**config.mk**
```make
export PLATFORM = sky130hd
export DESIGN_NAME = plam_seq_flat
export DESIGN_NICKNAME = d
export VERILOG_FILES = /design/src/rtl/plam_seq_if.sv /design/src/rtl/plam_seq.sv /design/src/flat_wrapper.sv
export SDC_FILE = /design/constraint.sdc
export NUM_CORES = 1
export LEC_CHECK = 0
export BUFFER_PORTS_ARGS = -buffer_cell sky130_fd_sc_hd__buf_4
export CAP_MARGIN = 20
export CORE_UTILIZATION = 36
export DETAILED_ROUTE_END_ITERATION = 8
export PLACE_DENSITY_LB_ADDON = 0.3
export REMOVE_ABC_BUFFERS = 1
export SYNTH_ARGS = -nofsm -noshare
export SYNTH_HDL_FRONTEND = slang
export SYNTH_SLANG_ARGS = --single-unit
```
**constraint.sdc**
```tcl
create_clock -name clk -period 10.1 [get_ports clk]
set_clock_uncertainty 0.1 [all_clocks]
set_input_delay 3.03 -clock clk [delete_from_list [all_inputs] [get_ports clk]]
set_output_delay 3.03 -clock clk [all_outputs]
set_load 0.03 [all_outputs]
```
**src/rtl/plam_seq_if.sv**
```systemverilog
// plam_seq_if: operand/result handshake bundle for the sequential
// posit log-approximate multiplier. The master drives operands and
// accepts results; the slave (plam_seq) does the opposite.
interface plam_seq_if #(
  parameter int SIZE = 16
);
  logic            in_valid;
  logic            in_ready;
  logic [SIZE-1:0] X1;
  logic [SIZE-1:0] X2;
  logic            out_valid;
  logic            out_ready;
  logic [SIZE-1:0] res;
  logic            exp1;

  modport master (
    output in_valid, X1, X2, out_ready,
    input  in_ready, out_valid, res, exp1
  );

  modport slave (
    input  in_valid, X1, X2, out_ready,
    output in_ready, out_valid, res, exp1
  );
endinterface

```
**src/rtl/plam_seq.sv**
```systemverilog
// plam_seq: sequential posit log-approximate multiplier.
// Produces the normalized fraction of (1+f1)(1+f2) and an exponent
// increment flag. The f1*f2 cross term is built from ITER Mitchell
// corrections, one per clock, accumulated in a 2*SIZE-bit register.
// Optional feature: define PLAM_ROUND_EN to round half up on the
// exp1=1 path (saturating at all-ones); undefined gives truncation.
module plam_seq #(
  parameter int SIZE = 16,
  parameter int ITER = 2
) (
  input  logic         clk,
  input  logic         rst_n,
  plam_seq_if.slave    bus
);

  localparam int KW = $clog2(SIZE);
  localparam int CW = (ITER > 1) ? $clog2(ITER) : 1;
  localparam int PW = 2 * SIZE;
  localparam logic [CW-1:0] LAST_ITER = CW'(ITER - 1);

  // One-hot encoding so every handshake output is a flop bit.
  typedef enum logic [3:0] {
    S_IDLE = 4'b0001,
    S_ITER = 4'b0010,
    S_SUM  = 4'b0100,
    S_DONE = 4'b1000
  } state_t;

  state_t          r_state;
  state_t          w_state_nx;

  logic [SIZE-1:0] r_a;
  logic [SIZE-1:0] r_b;
  logic [SIZE-1:0] r_x1;
  logic [SIZE-1:0] r_x2;
  logic [PW-1:0]   r_p;
  logic [CW-1:0]   r_cnt;
  logic [SIZE-1:0] r_res;
  logic            r_exp1;

  logic            w_accept;
  logic            w_do_iter;
  logic            w_do_sum;
  logic            w_consume;

  logic [KW-1:0]   w_k1;
  logic [KW-1:0]   w_k2;
  logic [KW:0]     w_ksum;
  logic            w_nz;
  logic [PW-1:0]   w_a_sh;
  logic [PW-1:0]   w_b_sh;
  logic [PW-1:0]   w_pow;
  logic [PW-1:0]   w_term;
  logic [SIZE-1:0] w_a_nx;
  logic [SIZE-1:0] w_b_nx;

  logic [SIZE+1:0] w_s;
  logic [SIZE:0]   w_rnd;
  logic [SIZE-1:0] w_res_nx;
  logic            w_exp1_nx;

  // Leading-one detector: index of the most significant set bit (0 for v==0).
  function automatic logic [KW-1:0] lod(input logic [SIZE-1:0] v);
    logic [KW-1:0] k;
    k = {KW{1'b0}};
    for (int i = 0; i < SIZE; i++) begin
      if (v[i]) begin
        k = KW'(i);
      end else begin
        k = k;
      end
    end
    return k;
  endfunction

  // State register; reset aborts any operation in flight.
  always_ff @(posedge clk or negedge rst_n) begin
    if (!rst_n) begin
      r_state <= S_IDLE;
    end else begin
      r_state <= w_state_nx;
    end
  end

  // Next-state logic: fixed ITER-cycle iteration phase, held DONE under backpressure.
  always_comb begin
    w_state_nx = r_state;
    case (r_state)
      S_IDLE: begin
        if (bus.in_valid) begin
          w_state_nx = S_ITER;
        end else begin
          w_state_nx = S_IDLE;
        end
      end
      S_ITER: begin
        if (r_cnt == LAST_ITER) begin
          w_state_nx = S_SUM;
        end else begin
          w_state_nx = S_ITER;
        end
      end
      S_SUM: begin
        w_state_nx = S_DONE;
      end
      S_DONE: begin
        if (bus.out_ready) begin
          w_state_nx = S_IDLE;
        end else begin
          w_state_nx = S_DONE;
        end
      end
      default: begin
        w_state_nx = S_IDLE;
      end
    endcase
  end

  // Output/strobe decode from the current state.
  always_comb begin
    w_accept  = 1'b0;
    w_do_iter = 1'b0;
    w_do_sum  = 1'b0;
    w_consume = 1'b0;
    case (r_state)
      S_IDLE:  w_accept  = bus.in_valid;
      S_ITER:  w_do_iter = 1'b1;
      S_SUM:   w_do_sum  = 1'b1;
      S_DONE:  w_consume = bus.out_ready;
      default: w_accept  = 1'b0;
    endcase
  end

  assign bus.in_ready  = r_state[0];
  assign bus.out_valid = r_state[3];
  assign bus.res       = r_res;
  assign bus.exp1      = r_exp1;

  // One Mitchell correction: term = A*B - (A-2^k1)*(B-2^k2), zero once either side is exhausted.
  always_comb begin
    w_k1   = lod(r_a);
    w_k2   = lod(r_b);
    w_nz   = (r_a != {SIZE{1'b0}}) && (r_b != {SIZE{1'b0}});
    w_ksum = {1'b0, w_k1} + {1'b0, w_k2};
    w_a_sh = {{SIZE{1'b0}}, r_a} << w_k2;
    w_b_sh = {{SIZE{1'b0}}, r_b} << w_k1;
    w_pow  = {{(PW-1){1'b0}}, 1'b1} << w_ksum;
    if (w_nz) begin
      w_term = w_a_sh + w_b_sh - w_pow;
      w_a_nx = r_a - ({{(SIZE-1){1'b0}}, 1'b1} << w_k1);
      w_b_nx = r_b - ({{(SIZE-1){1'b0}}, 1'b1} << w_k2);
    end else begin
      w_term = {PW{1'b0}};
      w_a_nx = r_a;
      w_b_nx = r_b;
    end
  end

  // Final sum 1 + f1 + f2 + corr, then normalize into [1,2) with exponent flag.
  always_comb begin
    w_s = {2'b01, {SIZE{1'b0}}}
        + {2'b00, r_x1}
        + {2'b00, r_x2}
        + {2'b00, r_p[PW-1:SIZE]};
    w_rnd = {1'b0, w_s[SIZE:1]} + {{SIZE{1'b0}}, w_s[0]};
    if (w_s[SIZE+1]) begin
      w_exp1_nx = 1'b1;
`ifdef PLAM_ROUND_EN
      if (w_rnd[SIZE]) begin
        w_res_nx = {SIZE{1'b1}};
      end else begin
        w_res_nx = w_rnd[SIZE-1:0];
      end
`else
      w_res_nx = w_s[SIZE:1];
`endif
    end else begin
      w_exp1_nx = 1'b0;
      w_res_nx  = w_s[SIZE-1:0];
    end
  end

  // Operand capture, accumulator and iteration counter.
  always_ff @(posedge clk or negedge rst_n) begin
    if (!rst_n) begin
      r_a   <= {SIZE{1'b0}};
      r_b   <= {SIZE{1'b0}};
      r_x1  <= {SIZE{1'b0}};
      r_x2  <= {SIZE{1'b0}};
      r_p   <= {PW{1'b0}};
      r_cnt <= {CW{1'b0}};
    end else if (w_accept) begin
      r_a   <= bus.X1;
      r_b   <= bus.X2;
      r_x1  <= bus.X1;
      r_x2  <= bus.X2;
      r_p   <= {PW{1'b0}};
      r_cnt <= {CW{1'b0}};
    end else if (w_do_iter) begin
      r_a   <= w_a_nx;
      r_b   <= w_b_nx;
      r_p   <= r_p + w_term;
      r_cnt <= r_cnt + {{(CW-1){1'b0}}, 1'b1};
    end else begin
      r_a   <= r_a;
      r_b   <= r_b;
      r_p   <= r_p;
      r_cnt <= r_cnt;
    end
  end

  // Result registers: loaded once in SUM, held stable through DONE.
  always_ff @(posedge clk or negedge rst_n) begin
    if (!rst_n) begin
      r_res  <= {SIZE{1'b0}};
      r_exp1 <= 1'b0;
    end else if (w_do_sum) begin
      r_res  <= w_res_nx;
      r_exp1 <= w_exp1_nx;
    end else begin
      r_res  <= r_res;
      r_exp1 <= r_exp1;
    end
  end

endmodule

```
**src/flat_wrapper.sv**
```systemverilog
// flat-port wrapper written by rule: the top's interface ports become plain ports
module plam_seq_flat 
#(
  parameter int SIZE = 16,
  parameter int ITER = 2
)
  (clk, rst_n, bus_in_valid, bus_X1, bus_X2, bus_out_ready, bus_in_ready, bus_out_valid, bus_res, bus_exp1);
  plam_seq_if #(.SIZE(SIZE)) bus_i ();
  input  logic clk;
  input  logic rst_n;
  input wire logic [$bits(bus_i.in_valid)-1:0] bus_in_valid;
  input wire logic [$bits(bus_i.X1)-1:0] bus_X1;
  input wire logic [$bits(bus_i.X2)-1:0] bus_X2;
  input wire logic [$bits(bus_i.out_ready)-1:0] bus_out_ready;
  output wire logic [$bits(bus_i.in_ready)-1:0] bus_in_ready;
  output wire logic [$bits(bus_i.out_valid)-1:0] bus_out_valid;
  output wire logic [$bits(bus_i.res)-1:0] bus_res;
  output wire logic [$bits(bus_i.exp1)-1:0] bus_exp1;
  assign bus_i.in_valid = bus_in_valid;
  assign bus_i.X1 = bus_X1;
  assign bus_i.X2 = bus_X2;
  assign bus_i.out_ready = bus_out_ready;
  assign bus_in_ready = bus_i.in_ready;
  assign bus_out_valid = bus_i.out_valid;
  assign bus_res = bus_i.res;
  assign bus_exp1 = bus_i.exp1;
  plam_seq #(.SIZE(SIZE), .ITER(ITER)) u_core (.clk(clk), .rst_n(rst_n), .bus(bus_i));
endmodule
```
Yosys cells after proc, flatten, opt, wreduce, memory -nomap -nowiden
Cells that the tools add are included.

word-level totals
  bits in registers = 118
  bits in latches = 0
  RAM bits = 0
  ROM bits = 0
  input port bits = 36
  word-level logic and storage cells = 84
  memories kept = 0

operators by class
  add/sub/neg operators = 10
  multipliers = 0
  div/mod/pow operators = 0
  $lt $le $gt $ge = 0
  equality and inequality tests = 4
  shift-type cells = 5
  muxes and demuxes = 50
  bitwise gates (word level) = 0
  reduce and logical (&&, ||, !) cells = 6

operator list
  cell                      number
  $mux W16                  7
  $mux W32                  3
  $mux W4                   17
  $add A32 B32 Y32          2
  $shl A16 B4 Y32           2
  $add A18 B16 Y18          2
  $reduce_bool A16 Y1       2
  $shl A1 B4 Y16 const A    2
  $shl A1 B5 Y32 const A    1
  $sub A16 B16 Y16          2
  $sub A32 B32 Y32          1
  $mux W3                   9
  $add A17 B16 Y18 const A  1
  $pmux W4 S4               1
  $mux W2                   5
  $mux W1                   8
  $add A4 B4 Y5             1
  $eq A4 B1 Y1 const B      1
  $eq A4 B2 Y1 const B      1
  $eq A4 B3 Y1 const B      1
  $eq A4 B4 Y1 const B      1
  $reduce_bool A2 Y1        2
  $reduce_and A2 Y1         1
  $add A1 B1 Y1 const B     1
  $logic_and A1 B1 Y1       1

Longest topological paths before layout
  depth in word-level cells = 22
  mapped depth = 42

Worst setup path before layout
No wires, ideal clock.

  path kind = register to register
  start = reg u_core.r_a[4]
  end = reg u_core.r_p[31]
  arrival = 7.555 ns
  required time = 9.921 ns
  path slack = 2.366 ns
  stages on the path, launching flop included = 41
  cells stage by stage = dfrtp_1 -> o21bai_1 -> a21oi_1 -> o21bai_1 -> a21oi_1 -> nor2_1 -> o31ai_4 -> buf_4 -> buf_2 -> ha_1 -> inv_1 -> fa_1 -> nor2_1 -> a22oi_1 -> or2_2 -> clkbuf_1 -> or2_2 -> fa_1 -> [5 not listed] -> o211ai_1 -> a21oi_1 -> o211a_1 -> o21bai_1 -> a21oi_1 -> xor2_1 -> nor2_1 -> ha_1 -> nand4_1 -> nor2_1 -> nand3_1 -> nand3_1 -> a41oi_1 -> o32ai_1 -> nor3b_1 -> or3_1 -> mux2i_1 -> mux2i_1

on the way
  word-level cells in the longest chain between the ends = 19

ends and longest elaborated chain
  item                                                line                              source
  start, declared                                     plam_seq.sv:32                    logic [SIZE-1:0] r_a;
  start signal, assigned                              plam_seq.sv:186                   r_a <= {SIZE{1'b0}};
  start signal, assigned                              plam_seq.sv:193                   r_a <= bus.X1;
  start signal, assigned                              plam_seq.sv:200                   r_a <= w_a_nx;
  $mux W3 (4 in a row)                                plam_seq.sv:67                    if (v[i]) begin
  $mux W4 (8 in a row)                                plam_seq.sv:67
  $shl A16 B4 Y32 or $add A4 B4 Y5 (tied branches)    plam_seq.sv:146, plam_seq.sv:144
  $add A32 B32 Y32 or $shl A1 B5 Y32 (tied branches)  plam_seq.sv:149, plam_seq.sv:147
  $sub A32 B32 Y32                                    plam_seq.sv:149                   w_term = w_a_sh + w_b_sh - w_pow;
  $mux W32 *                                          plam_seq.sv:148                   if (w_nz) begin
  $add A32 B32 Y32 *                                  plam_seq.sv:202                   r_p <= r_p + w_term;
  $mux W32 *                                          plam_seq.sv:199                   end else if (w_do_iter) begin
  $mux W32 *                                          plam_seq.sv:192                   end else if (w_accept) begin
  end signal, assigned                                plam_seq.sv:197                   r_p <= {PW{1'b0}};
  end signal, assigned                                plam_seq.sv:202
  end signal, assigned                                plam_seq.sv:207                   r_p <= r_p;
  end, declared                                       plam_seq.sv:36                    logic [PW-1:0] r_p;

Mark *: on every way between the ends. The rest lies on a longest branch, timed or not. The select of a mux whose other input is x is not followed.
A chain may end at the register's enable or synchronous reset.

Worst setup path after layout
  start = reg u_core.r_a[15]
  end = reg u_core.r_p[31]

on the way
  word-level cells in the longest chain between the ends = 8

ends and longest elaborated chain
  item                                                line
  $mux W4                                             plam_seq.sv:67
  $shl A16 B4 Y32 or $add A4 B4 Y5 (tied branches)    plam_seq.sv:146, plam_seq.sv:144
  $add A32 B32 Y32 or $shl A1 B5 Y32 (tied branches)  plam_seq.sv:149, plam_seq.sv:147
  $sub A32 B32 Y32                                    plam_seq.sv:149
  $mux W32 *                                          plam_seq.sv:148
  $add A32 B32 Y32 *                                  plam_seq.sv:202
  $mux W32 *                                          plam_seq.sv:199
  $mux W32 *                                          plam_seq.sv:192

Marks and branches as above.

==> out/results.txt <==
status = completed
busiest layer in global routing = met2
synth top area cells = dfrtp_1 22%, ha_1 10%, fa_1 7.7%
synth unique cells = 89
Final Hold Fails = 0
Post-DRT Antenna Nets = 0
final setup TNS = 0 ns
largest area contributor in the netlist = dfrtp_1
startpoint types = flip-flop
CTS tree = yes
Final Max Tran Viols = 0
number of nets in the layout = 1926
drt first pass iters = 6
DR WL/cell = 18.1 um
CP max stage delay = 0.66 ns
die area = 38100 sq um
met1 Usage GRT = 0.296
gpl congestion = 0.983
Buffers on Ports = 54
Critical Path Slowest Stage Cell = nor2_1
Hold Crit Class = reg2reg
Max FO, Critical Path = 20
die height = 195 um
Sink Count = 118
clock slew at reported path FFs = 0.06 ns
reg-to-reg slack, setup = 1.60 ns
Main synth FF type = dfrtp_1
Worst Setup End Kind = flip-flop
placed cells = 2175
Ant. Diodes = 0
pin count of the biggest net entering global routing = 69
share of post-route cells with drive strength above 1 = 0.0972
RSZ-0062 raised after global routing = false
total wire length = 39.9 mm
warnings from Yosys = 0
crit path to = u_core.r_p[31]$_DFFE_PN0P_
initial antenna violation count = 2
via density per instance = 5.55
design area = 14800 sq um
Tmin final = 8.50 ns
Syn-to-layout area delta = 10.5%
EDFF count, synth = 0
residual DRC count = 0
Worst Hold Launch = u_core.bus.exp1$_DFFE_PN0P_
number of global-route vias before repair = 11900
Clk Latency, worst-skew pair = 0.45 ns
reg2reg end = u_core.r_p[31]$_DFFE_PN0P_
Post-CTS Repair Setup Buffers = 0
CP Data Arrival Time = 8.78 ns
worst path required time = 10.38 ns
post-CTS sizing = 0
most used cell, CP = nor2_1
num rows = 70
Post-DP Area = 14300 sq um
top cells by count, synth = 254 x nand2_1, 190 x nor2_1, 132 x a21oi_1, 117 x dfrtp_1, 112 x ha_1
met3 Use GR = 0.0299
Tcrit/Tclk final = 0.842
H-tree depth = 4
final setup fails = 0
crit path from = u_core.r_a[15]$_DFFE_PN0P_
DPL Wire Length = 31.7 mm
core area = 36700 sq um
Synth top area share = 0.218
Reg-to-Reg Start = u_core.r_a[15]$_DFFE_PN0P_
vias = 12200
CTS Buf Count = 17
Worst-Margin Slew = 1.03 ns
count leader, synth = nand2_1
Clock Tree Root = clkbuf_16
grt met2 use = 0.346
num ports = 55
sequential-to-total area share from yosys stat = 0.220
Clock Tree Buf Depth = 2
fin cells = 2207
initial DRC count = 831
grt ovf = 0
Initial Utilization = 0.366
first-pass GRT wire length = 64.8 mm
Avg Cell Area, Syn = 7.87 sq um
Die X = 195 um
crit path kind = reg2reg
r2r worst-path depth = 34
Slew headroom = 0.314
fmax = 0.118 GHz
Mapped Area = 13400 sq um
cell count after synthesis = 1708
FF+latch count, synth = 118
hold_buf cts = 0
Max-Cap Viols = 0
GRT Resource Usage Total = 0.216
Post-synth ARST share = 1.00
## cells in the final DEF, fill, tap and decap left out, types with 18 or more instances in the layout
master / n
fa_1: 52
mux2i_1: 51
a31oi_1: 19
ha_1: 112
dfrtp_1: 117
nand2_1: 254
nor3_1: 29
nor2b_1: 20
o21ai_1: 20
xnor2_1: 43
nand2b_1: 19
nand3_1: 68
buf_4: 66
a21oi_1: 132
o21bai_1: 18
a211oi_1: 23
a21o_1: 36
xor2_1: 36
nor2_1: 189
inv_1: 97
o21ai_0: 100
## routing by layer
metal  part of all wire  wire (um)
met1               0.48      19200
met2               0.45      17900
met3              0.045       1800
met4              0.025       1010
met5            0.00033         13
## state kept, by name (all words and copies together), names as in the netlist
name             cells
u_core.r_state       4
u_core.bus.exp1      1
u_core.r_x2         16
u_core.r_b          16
u_core.r_a          16
u_core.bus.res      16
u_core.r_cnt         1
u_core.r_p          32
u_core.r_x1         16
## metrics by stage
step | hold slack (ns) | utilization | worst slack, ns
detailed placement | 0.372 | 0.388 | 1.65
finish | 0.378 | 0.405 | 1.60
floorplan | 0.366 | - | 0.598
CTS | 0.386 | 0.405 | 1.64
global placement | 0.368 | 0.388 | 1.85
global route | 0.405 | 0.405 | 0.725
## cell families (layout without fill, tap and decap cells)
group                    count (synthesis)  in the layout  share of synthesized area
XOR/XNOR                                79             79                     0.0515
adder cells (fa/ha/maj)                164            164                      0.182
buffers and inverters                  169            200                     0.0510
flip-flops                             118            118                      0.220
multiplexers                            73             73                     0.0623
AO/OA/AOI/OAI                          445            445                      0.212
AND/OR/NAND/NOR                        660            660                      0.222
## worst max-delay path, delay by kind of cell, from the launching register on
kind	cells	cell delay, ns
multiplexers	2	0.37
buffers and inverters	2	0.65
AND/OR/NAND/NOR	15	3.21
AO/OA/AOI/OAI	10	1.89
flip-flops	1	0.47
XOR/XNOR	1	0.16
adder cells (fa/ha/maj)	4	1.55
## area by class of cell
| type | count | area [sq um] |
|---|---|---|
| Sequential cell | 118 | 2950 |
| Fill cell | 3759 | 21900 |
| Clock inverter | 13 | 148 |
| Inverter | 102 | 388 |
| Tap cell | 468 | 586 |
| Timing Repair Buffer | 66 | 495 |
| Multi-Input combinational cell | 1421 | 9830 |
| Clock buffer | 19 | 443 |
## worst min-delay path by stage
| stage | endpoint | slack, ns | cells past startpoint |
|---|---|---|---|
| after global placement | u_core.bus.res[1]$_DFFE_PN0P_ | 0.37 | 2 |
| final | u_core.bus.exp1$_DFFE_PN0P_ | 0.38 | 2 |
| after detailed placement | u_core.bus.exp1$_DFFE_PN0P_ | 0.37 | 2 |
| after global routing | u_core.bus.exp1$_DFFE_PN0P_ | 0.41 | 2 |
| after floorplan | u_core.r_x1[11]$_DFFE_PN0P_ | 0.37 | 2 |
| after CTS | u_core.bus.res[1]$_DFFE_PN0P_ | 0.39 | 2 |
Power is left out: the tool's default activity adds up to more than one toggle a clock period on the data nets, which glitch-free logic cannot reach.
